--- src/rtl/id_ex_stage.sv ---
// ID/EX pipeline register: captures decoded instruction and operands, patches
// operands with the same-cycle writeback, and inserts load-use bubbles.
module id_ex_stage (
   input  logic        clk,
   input  logic        rst_n,
   input  logic        id_valid,
   input  logic [4:0]  id_rs,
   input  logic [4:0]  id_rt,
   input  logic [4:0]  id_rd,
   input  logic        id_uses_rt,
   input  logic [31:0] id_rdata1,
   input  logic [31:0] id_rdata2,
   input  logic [31:0] id_imm,
   input  logic        id_reg_write,
   input  logic        id_mem_read,
   input  logic        id_mem_write,
   input  logic        id_mem_to_reg,
   input  logic        id_alu_src,
   input  logic [3:0]  id_alu_op,
   input  logic        wb_reg_write,
   input  logic [4:0]  wb_rw,
   input  logic [31:0] wb_wdata,
   input  logic        ex_flush,
   input  logic        mem_hold,
   output logic        stall,
   output logic        ex_valid,
   output logic [4:0]  ex_rs,
   output logic [4:0]  ex_rt,
   output logic [4:0]  ex_rd,
   output logic [31:0] ex_a,
   output logic [31:0] ex_b,
   output logic [31:0] ex_imm,
   output logic        ex_reg_write,
   output logic        ex_mem_read,
   output logic        ex_mem_write,
   output logic        ex_mem_to_reg,
   output logic        ex_alu_src,
   output logic [3:0]  ex_alu_op,
   output logic [15:0] bubble_cnt
);

   typedef struct packed {
      logic        valid;
      logic [4:0]  rs;
      logic [4:0]  rt;
      logic [4:0]  rd;
      logic [31:0] a;
      logic [31:0] b;
      logic [31:0] imm;
      logic        reg_write;
      logic        mem_read;
      logic        mem_write;
      logic        mem_to_reg;
      logic        alu_src;
      logic [3:0]  alu_op;
   } ex_t;

   typedef enum logic [1:0] {
      ACT_LOAD   = 2'd0,
      ACT_FLUSH  = 2'd1,
      ACT_HOLD   = 2'd2,
      ACT_BUBBLE = 2'd3
   } act_e;

   // Register file writes on the edge, so a same-cycle write must be patched in here.
   function automatic logic [31:0] wb_bypass(
      input logic [4:0]  idx,
      input logic [31:0] rdata,
      input logic        we,
      input logic [4:0]  rw,
      input logic [31:0] wdata
   );
      if (we && (rw != 5'd0) && (rw == idx)) begin
         return wdata;
      end else begin
         return rdata;
      end
   endfunction

   ex_t         ex_r;
   ex_t         ex_nxt_s;
   ex_t         id_pkt_s;
   act_e        act_s;
   logic        hz_s;
   logic [31:0] a_in_s;
   logic [31:0] b_in_s;
   logic [15:0] bubble_cnt_r;

   // Operand bypass from writeback
   always_comb begin
      a_in_s = wb_bypass(id_rs, id_rdata1, wb_reg_write, wb_rw, wb_wdata);
      b_in_s = wb_bypass(id_rt, id_rdata2, wb_reg_write, wb_rw, wb_wdata);
   end

   // Load-use hazard detection and per-edge action selection
   always_comb begin
      hz_s = id_valid && ex_r.valid && ex_r.mem_read && (ex_r.rd != 5'd0) &&
             ((ex_r.rd == id_rs) || (id_uses_rt && (ex_r.rd == id_rt)));
      if (ex_flush) begin
         act_s = ACT_FLUSH;
      end else if (mem_hold) begin
         act_s = ACT_HOLD;
      end else if (hz_s) begin
         act_s = ACT_BUBBLE;
      end else begin
         act_s = ACT_LOAD;
      end
   end

   // Packet an ID instruction becomes in EX; invalid slots carry no controls
   always_comb begin
      id_pkt_s.valid = id_valid;
      id_pkt_s.rs    = id_rs;
      id_pkt_s.rt    = id_rt;
      id_pkt_s.rd    = id_rd;
      id_pkt_s.a     = a_in_s;
      id_pkt_s.b     = b_in_s;
      id_pkt_s.imm   = id_imm;
      if (id_valid) begin
         id_pkt_s.reg_write  = id_reg_write;
         id_pkt_s.mem_read   = id_mem_read;
         id_pkt_s.mem_write  = id_mem_write;
         id_pkt_s.mem_to_reg = id_mem_to_reg;
         id_pkt_s.alu_src    = id_alu_src;
         id_pkt_s.alu_op     = id_alu_op;
      end else begin
         id_pkt_s.reg_write  = 1'b0;
         id_pkt_s.mem_read   = 1'b0;
         id_pkt_s.mem_write  = 1'b0;
         id_pkt_s.mem_to_reg = 1'b0;
         id_pkt_s.alu_src    = 1'b0;
         id_pkt_s.alu_op     = 4'd0;
      end
   end

   // Next EX contents; bubbles are all-zero so they never match hazard compares
   always_comb begin
      ex_nxt_s = ex_r;
      case (act_s)
         ACT_FLUSH:  ex_nxt_s = '0;
         ACT_HOLD:   ex_nxt_s = ex_r;
         ACT_BUBBLE: ex_nxt_s = '0;
         ACT_LOAD:   ex_nxt_s = id_pkt_s;
         default:    ex_nxt_s = '0;
      endcase
   end

   // EX pipeline register
   always_ff @(posedge clk or negedge rst_n) begin
      if (!rst_n) begin
         ex_r <= '0;
      end else begin
         ex_r <= ex_nxt_s;
      end
   end

   // Saturating load-use bubble counter
   always_ff @(posedge clk or negedge rst_n) begin
      if (!rst_n) begin
         bubble_cnt_r <= 16'd0;
      end else if ((act_s == ACT_BUBBLE) && (bubble_cnt_r != 16'hFFFF)) begin
         bubble_cnt_r <= bubble_cnt_r + 16'd1;
      end else begin
         bubble_cnt_r <= bubble_cnt_r;
      end
   end

   assign stall         = !ex_flush && (hz_s || mem_hold);
   assign ex_valid      = ex_r.valid;
   assign ex_rs         = ex_r.rs;
   assign ex_rt         = ex_r.rt;
   assign ex_rd         = ex_r.rd;
   assign ex_a          = ex_r.a;
   assign ex_b          = ex_r.b;
   assign ex_imm        = ex_r.imm;
   assign ex_reg_write  = ex_r.reg_write;
   assign ex_mem_read   = ex_r.mem_read;
   assign ex_mem_write  = ex_r.mem_write;
   assign ex_mem_to_reg = ex_r.mem_to_reg;
   assign ex_alu_src    = ex_r.alu_src;
   assign ex_alu_op     = ex_r.alu_op;
   assign bubble_cnt    = bubble_cnt_r;

endmodule

--- config.mk ---
export PLATFORM = sky130hd
export DESIGN_NAME = id_ex_stage
export DESIGN_NICKNAME = d
export VERILOG_FILES = /design/src/rtl/id_ex_stage.sv
export SDC_FILE = /design/constraint.sdc
export NUM_CORES = 1
export LEC_CHECK = 0
export ABC_CLOCK_PERIOD_IN_PS = 3300
export CORE_ASPECT_RATIO = 1.2
export CORE_MARGIN = 4
export CORE_UTILIZATION = 41
export CTS_CLUSTER_SIZE = 40
export DETAILED_ROUTE_END_ITERATION = 10
export PLACE_DENSITY = 0.88
export SLEW_MARGIN = 15
export SYNTH_ARGS = -nofsm -noshare
export SYNTH_HDL_FRONTEND = slang
export SYNTH_SLANG_ARGS = --single-unit
--- constraint.sdc ---
create_clock -name clk -period 3.3 [get_ports clk]
set_clock_uncertainty 0.05 [all_clocks]
set_input_delay 0.99 -clock clk [delete_from_list [all_inputs] [get_ports clk]]
set_output_delay 0.99 -clock clk [all_outputs]
set_load 0.005 [all_outputs]
# == After elaboration in Yosys (flattened, before gate mapping) ==
# Index checks and enable logic that the tools add are counted.
# word_totals
out_inout_bits,138
ff_bits,137
input_bits,164
wordCells,47
# op_classes
n_reduce_logical,17
eq_ne,8
mux,7
add_sub_neg,1
# op_table
cell,n
$pmux 121 s2,1
$mux 32,2
$eq 5x5->1,4
$add 16x1->16 const B,1
$ne 16x16->1 const B,1
$logic_and 1x1->1,10
$reduce_bool 5->1,2
$mux 9,1
$mux 2,3
$eq 2x2->1 const B,2
$eq 2x1->1 const B,1
$logic_not 2->1,1
$logic_or 1x1->1,2
$reduce_or 2->1,1
$logic_not 1->1,1

# == Logic depth before layout (Yosys ltp) ==
# Gate-level depths: netlist (run 1).
# logic_depth
depth_word,10
ltp_mapped,7
mapped_depth_nobuf,6

# == Worst setup path after synthesis (run 1) ==
# OpenSTA, ideal clock, no wires.
# synth_timing
path_type,in2out
from,input port id_rs[4]
to,output port stall
t_arrival_ps,2005
setup_slack_ps,255
path_stages,6
required_ps,2260
cell_sequence,xnor2_1 > nand3_1 > o22ai_2 > clkbuf_1 > a21oi_1 > nor2_1
# synth_via
elab_chain_cells,5
# synth_lines
element,line_no,source
"start, declared",7,"input logic [4:0] id_rs,"
$eq 5x5->1,98,((ex_r.rd == id_rs) || (id_uses_rt && (ex_r.rd == id_rt)));
$logic_or 1x1->1,98,
$logic_and 1x1->1,97,hz_s = id_valid && ex_r.valid && ex_r.mem_read && (ex_r.rd != 5'd0) &&
$logic_or 1x1->1,168,assign stall = !ex_flush && (hz_s || mem_hold);
$logic_and 1x1->1,168,
"end, declared",25,"output logic stall,"
# Every way passes these cells.

# == Worst setup path after layout (run 1) ==
# Same ends and word-level chain as after synthesis.

==> summary.txt, run 1 <==
Status - finished clean
Share of cells above drive strength 1 - 0.167
FP Rows - 49
Met3 WL post-DR - 1.39 mm
Post-synthesis register bit count - 137
Setup bufs post-CTS - 0
Yosys Warn Count - 0
WL final - 21.1 mm
CP endpoint kind - primary output
Critical path, cell by cell - dlygate4sd2_1, xnor2_1, nand3_1, o22ai_2, a21oi_1, nor2_1, clkdlybuf4s15_2
Total Die Area - 0.0175 mm^2
Vias/cell - 5.43
Global-route wire length before repair - 31.9 mm
Largest net degree at the start of global routing - 68
Worst-path clk slew - 50 ps
Largest family of logic cells by synthesized area - compound AO/OA/AOI/OAI gates
Die Y - 144 um
Hold slack - 444 ps
Syn_area_per_cell - 14.1 um^2
Initial antenna violation count - 0
Combinational share of power - 0.165
H-tree Lvls - 4
PortBufs - 301
Drt wl/cell - 21.6 um
Largest area contributor in the netlist - dfrtp_1
Clock share of power - 0.425
Cell count after synthesis - 450
Critical path startpoint category - input pin
Routed Antenna Nets - 0
Vias in the first global route - 5,851
IO Pins - 302
Sequential area share after synthesis - 0.541
Area of the multi-input gates - 0.00274 mm^2
Placed Area - 0.00970 mm^2
Clk Latency, worst-skew pair - 420 ps
ANT cells - 0
Compound-Gate Fraction of Synth Area - 0.180
Non-Filler Instances - 977
DP HPWL - 15.6 mm
Initial detailed-routing violation count - 404
Synth Area in Adders - 0.00197
Crit path kind - in2out
XOR/XNOR Fraction of Synth Area - 0.0456
Synth async-reset ratio - 1.00
Placed Cells - 945
CTS max path bufs - 2
Clock sinks - 137
Initial core utilization - 0.420
CP Data Required Time - 2260 ps
Max layer used - met4
# fillers - 1,092
Layout area overhead - 62.2%
Post-Synthesis Net Count - 615
Nets@finish - 925
WL met2 - 11.1 mm
Synthesized area - 0.00634 mm^2
Min Clock Period, post-route - 3210 ps
Post-synthesis mux area share - 0.153
Yosys top cell area share - 0.541
Internal power - 3.42 mW
Max Cap Violations - 0
Synth unique cells - 30
DR pass1 iterations - 5
Area contributors post-synth - dfrtp_1 54%, a22o_1 15%, mux2_4 14%
RD Place Congestion - 0.814
CP Data Arrival Time - 2170 ps
Unrepaired setup endpoints after global routing - no
Worst-Margin Slew - 834 ps
Worst hold path type - reg2reg
CTS tree - built
Sequential power share - 0.410
Count of flip-flops with a built-in enable after synthesis - 0
Reg area - 0.00343 mm^2
Slowest stage cell, crit path - dlygate4sd2_1
Pwr Density - 432 mW/mm^2
Clk Tree Root Cell - clkbuf_16
Most used DFF post-synth - dfrtp_1
Switching pwr - 1.02 mW
CTS Buf Count - 17
Via count - 5,306
Simple-Gate Fraction of Synth Area - 0.0478
Leakage - 4.50 nW
Core area - 0.0151 mm^2
Slowest Stage Delay on Critical Path - 260 ps
Sw frac - 0.230
Crit path max fanout - 2
Design area - 0.0103 mm^2
GRT Util Overall - 0.237
Crit share post-route - 0.972
Residual DRC - 0
Fmax - 312 MHz
Gr ovfl total - 0
Maximum vdd drop - 0.000275 V
Hold Vio Cnt, Final - 0
Worst slew margin - 0.443
M1 WL - 7.95 mm
Pins Over Slew Limit - 0
# setup viols final - 0
Overall die width - 121 um
CTS Hold Bufs - 0
Finished Core Util - 0.682
power groups by stage:
| stage | Clock, mW | Sequential [mW] | Combinational (mW) |
|---|---|---|---|
| finish | 1.89 | 1.82 | 0.731 |
| global placement | 0 | 1.84 | 0.716 |
| detailed placement | 0 | 1.85 | 0.738 |
| CTS | 1.91 | 1.82 | 0.738 |
| floorplan | 0 | 1.85 | 0.232 |
| global route | 1.99 | 1.83 | 0.777 |
per-stage QoR:
stage	power (mW)	setup slack (ps)	setup TNS (ps)
6_report	4.44	93.6	0
3_5_place_dp	2.59	-458	-7810
4_1_cts	4.47	70.0	0
3_3_place_gp	2.56	-454	-3930
2_1_floorplan	2.08	255	0
5_1_grt	4.60	0.171	0
cell usage after synthesis, types with 6 or more instances:
cell and count:
a22o_1 112, a32o_1 9, and3_1 8, buf_2 10, buf_6 6, clkbuf_1 19, dfrtp_1 137, mux2_2 6
mux2_4 60, nand3_1 13, nand4_1 9, xnor2_1 29
final cells by class:
class	instances	share of cell area
clock inverter	7	0.00876
clock buffer	25	0.0482
multi-input combinational	277	0.267
tap	204	0.0248
timing repair buffer	326	0.318
sequential	137	0.333
inverter	1	0.000365
cells by family after synthesis:
logic type               count (synthesis)
AND/OR/NAND/NOR                         48
AO/OA/AOI/OAI                          129
flip-flops                             137
adder cells (fa/ha/maj)                  1
XOR/XNOR                                33
multiplexers                            66
buffers and inverters                   36
layer usage:
metal | vias to the layer above | track usage
met5 | - | 0
met4 | 0 | 0.0962
met3 | 51 | 0.0739
met2 | 254 | 0.415
met1 | 2654 | 0.270
li1 | 2347 | -
what timing repair did:
| item | in CTS | in global routing |
|---|---|---|
| pin swaps | 4 | 2 |
| setup endpoints to repair | 1 | 1 |
| gates resized for setup | 13 | 1 |
critical path: cells and delay by family:
family	cells	cell delay, ps
AOI/OAI and AO/OA	2	350
xor gates and xnor gates	1	140
buffers and inverters	2	470
and+or+nand+nor	2	200
path summary, 6_finish.rpt:
path                                         endpoint  depth (start not counted)  slack, ps                       start
min reg2reg                bubble_cnt[10]$_DFFE_PN0P_                          1        440  bubble_cnt[10]$_DFFE_PN0P_
max                                             stall                          7         90                    id_rs[4]
max reg2reg                      ex_b[24]$_DFFE_PN0P_                          7        790        ex_rd[0]$_DFFE_PN0P_
max in group asynchronous    ex_alu_op[1]$_DFFE_PN0P_                          2       1820                       rst_n
min in group asynchronous   bubble_cnt[9]$_DFFE_PN0P_                          1        500                       rst_n
min                        bubble_cnt[10]$_DFFE_PN0P_                          1        440  bubble_cnt[10]$_DFFE_PN0P_
placed cells by master (no fill, tap or decap), types with 10 or more instances in the layout:
| cell type | n |
|---|---|
| a22o_1 | 112 |
| buf_4 | 19 |
| clkbuf_16 | 17 |
| clkdlybuf4s50_1 | 289 |
| dfrtp_1 | 137 |
| dlygate4sd2_1 | 10 |
| mux2_4 | 60 |
| nand3_1 | 13 |
| xnor2_1 | 28 |
Power figures use the tool's default switching activity.
==> inputs of run 2 (changes only) <==
--- a/config.mk
+++ b/config.mk
@@ -7,10 +7,12 @@
 export LEC_CHECK = 0
 export ABC_CLOCK_PERIOD_IN_PS = 3300
 export CORE_ASPECT_RATIO = 1.2
-export CORE_MARGIN = 4
+export CORE_MARGIN = 2
 export CORE_UTILIZATION = 41
+export CTS_CLUSTER_DIAMETER = 200
 export CTS_CLUSTER_SIZE = 40
 export DETAILED_ROUTE_END_ITERATION = 10
+export GPL_ROUTABILITY_DRIVEN = 1
 export PLACE_DENSITY = 0.88
 export SLEW_MARGIN = 15
 export SYNTH_ARGS = -nofsm -noshare
==> run 2 against run 1 <==
Critical path depth did not move. Largest power group unchanged. Sequential cell count is the same. Power is 0.97% lower. Die area decreased by 6.0%. Core utilization up 0.23 points. Global-route usage up 0.81 points. Combinational power increased by 0.5%. Register-to-register slack lost 50 ps. Cell count is 0.20% higher. Clock power shrank 3%. Sequential power about the same. Maximum frequency shrank 1.1%.
==> summary.txt, run 2 (synthesized netlist as in run 1, its figures left out) <==
Status - finished clean
Layout area overhead - 62.8%
Final WS setup - 56.9 ps
Pwr Density - 427 mW/mm^2
Vias/cell - 5.43
CP endpoint kind - primary output
Buf+Inv Stages, Crit Path - 2
Placement-stage worst setup slack - -481 ps
FP Rows - 49
CTS Buf Count - 17
Largest net degree at the start of global routing - 63
Initial detailed-routing violation count - 457
Critical path, cell by cell - dlygate4sd2_1, xnor2_1, nand3_1, o22ai_4, a21oi_1, nor2_1, clkdlybuf4s15_2
CP Launch Point - id_rs[4]
CTS tree - built
Crit path kind - in2out
Share of cells above drive strength 1 - 0.172
Total Die Area - 0.0165 mm^2
CTS max path bufs - 2
GRT Util Overall - 0.245
CTS Hold Bufs - 0
Worst flop-to-flop path startpoint - ex_rd[0]$_DFFE_PN0P_
Worst-Margin Slew - 896 ps
CP Data Arrival Time - 2200 ps
Slowest Stage Delay on Critical Path - 260 ps
Overall die width - 117 um
DP HPWL - 14.8 mm
Max Cap Violations - 0
Worst-path clk slew - 60 ps
Pins Over Slew Limit - 0
Design area - 0.0103 mm^2
CP delay by family, top - buffers and inverters
WL final - 20.0 mm
Slowest stage cell, crit path - dlygate4sd2_1
Vias in the first global route - 5,727
Most frequent cells in the layout - 289 x clkdlybuf4s50_1, 137 x dfrtp_1, 112 x a22o_1
# setup viols final - 0
Clock sinks - 137
Die Y - 140 um
Initial antenna violation count - 2
DR pass1 iterations - 5
CP Data Required Time - 2260 ps
Global-route wire length before repair - 31.6 mm
Power Total - 4.40 mW
Hold path startpoint - ex_alu_op[1]$_DFFE_PN0P_
Routed Antenna Nets - 0
Leakage - 4.51 nW
Clk Latency, worst-skew pair - 410 ps
Worst slew margin - 0.401
Commonest non-fill, non-tap cell in the layout - clkdlybuf4s50_1
Placed Area - 0.00973 mm^2
Placed Cells - 946
Via count - 5,316
Core area - 0.0151 mm^2
IO Pins - 302
Initial core utilization - 0.420
Residual DRC - 0
Finished Core Util - 0.684
Min Clock Period, post-route - 3240 ps
Gr ovfl total - 0
Fmax - 308 MHz
Critical path startpoint category - input pin
Setup bufs post-CTS - 0
Crit path max fanout - 2
Unrepaired setup endpoints after global routing - no
Drt wl/cell - 20.4 um
Clk Tree Root Cell - clkbuf_16
Maximum vdd drop - 0.000305 V
H-tree Lvls - 4
Non-Filler Instances - 979
Crit share post-route - 0.983
Worst hold path type - reg2reg
Hold Vio Cnt, Final - 0
RD Place Congestion - 0.889
Nets@finish - 926
PortBufs - 301
[run 2: cell types whose count changed in the layout (fill, tap and decap cells not counted), sizes merged]
cell / previous run / this run
inv: 1 / 2
clkbuf: 25 / 22
bufinv: 2 / 1
clkinv: 3 / 6
buf: 26 / 27
diode: 0 / 1
[run 2: stage by stage]
stage	hold slack [ps]	setup TNS, ps
6_report	442	0
5_1_grt	450	0
4_1_cts	443	0
3_5_place_dp	431	-7730
3_3_place_gp	426	-2130
2_1_floorplan	431	0
[run 2: layout make-up]
type | count | area [um^2]
repair buffers | 327 | 3300
multi-input cells | 277 | 2740
inverters | 1 | 3.75
well taps | 204 | 255
clock buffers | 22 | 494
flip-flops and latches | 137 | 3430
diodes | 1 | 2.50
fillers | 1051 | 4770
clock inverters | 10 | 91.3
[run 2: path summary, 6_finish.rpt]
kind / to / slack [ps] / cells after the start
max: stall / 60 / 7
min: ex_alu_op[1]$_DFFE_PN0P_ / 440 / 1
max reg2reg: ex_imm[17]$_DFFE_PN0P_ / 740 / 6
min reg2reg: ex_alu_op[1]$_DFFE_PN0P_ / 440 / 1
max in group asynchronous: ex_b[4]$_DFFE_PN0P_ / 1960 / 2
min in group asynchronous: bubble_cnt[6]$_DFFE_PN0P_ / 460 / 1
[run 2: power breakdown]
part	switching, mW	internal (mW)	total [mW]
Combinational	0.261	0.474	0.735
Sequential	0.0569	1.76	1.82
Clock	0.709	1.14	1.84
Total	1.03	3.37	4.40
[run 2: layer usage]
metal	share of wire	vias up	GRT usage
met1	0.37	2637	0.280
li1	-	2353	-
met4	0.039	2	0.108
met5	0.00065	-	0
met3	0.072	52	0.0765
met2	0.51	272	0.424
[run 2: what timing repair did]
item / CTS / global route
gates resized for setup: 14 / 0
pin swaps: 4 / 1
endpoints found under the setup margin: 1 / 1
==> inputs of run 3 (changes only) <==
--- a/config.mk
+++ b/config.mk
@@ -9,7 +9,6 @@
 export CORE_ASPECT_RATIO = 1.2
 export CORE_MARGIN = 2
 export CORE_UTILIZATION = 41
-export CTS_CLUSTER_DIAMETER = 200
 export CTS_CLUSTER_SIZE = 40
 export DETAILED_ROUTE_END_ITERATION = 10
 export GPL_ROUTABILITY_DRIVEN = 1
==> results of run 3 <==
Final layout, timing and power as in run 2 (identical DEF).
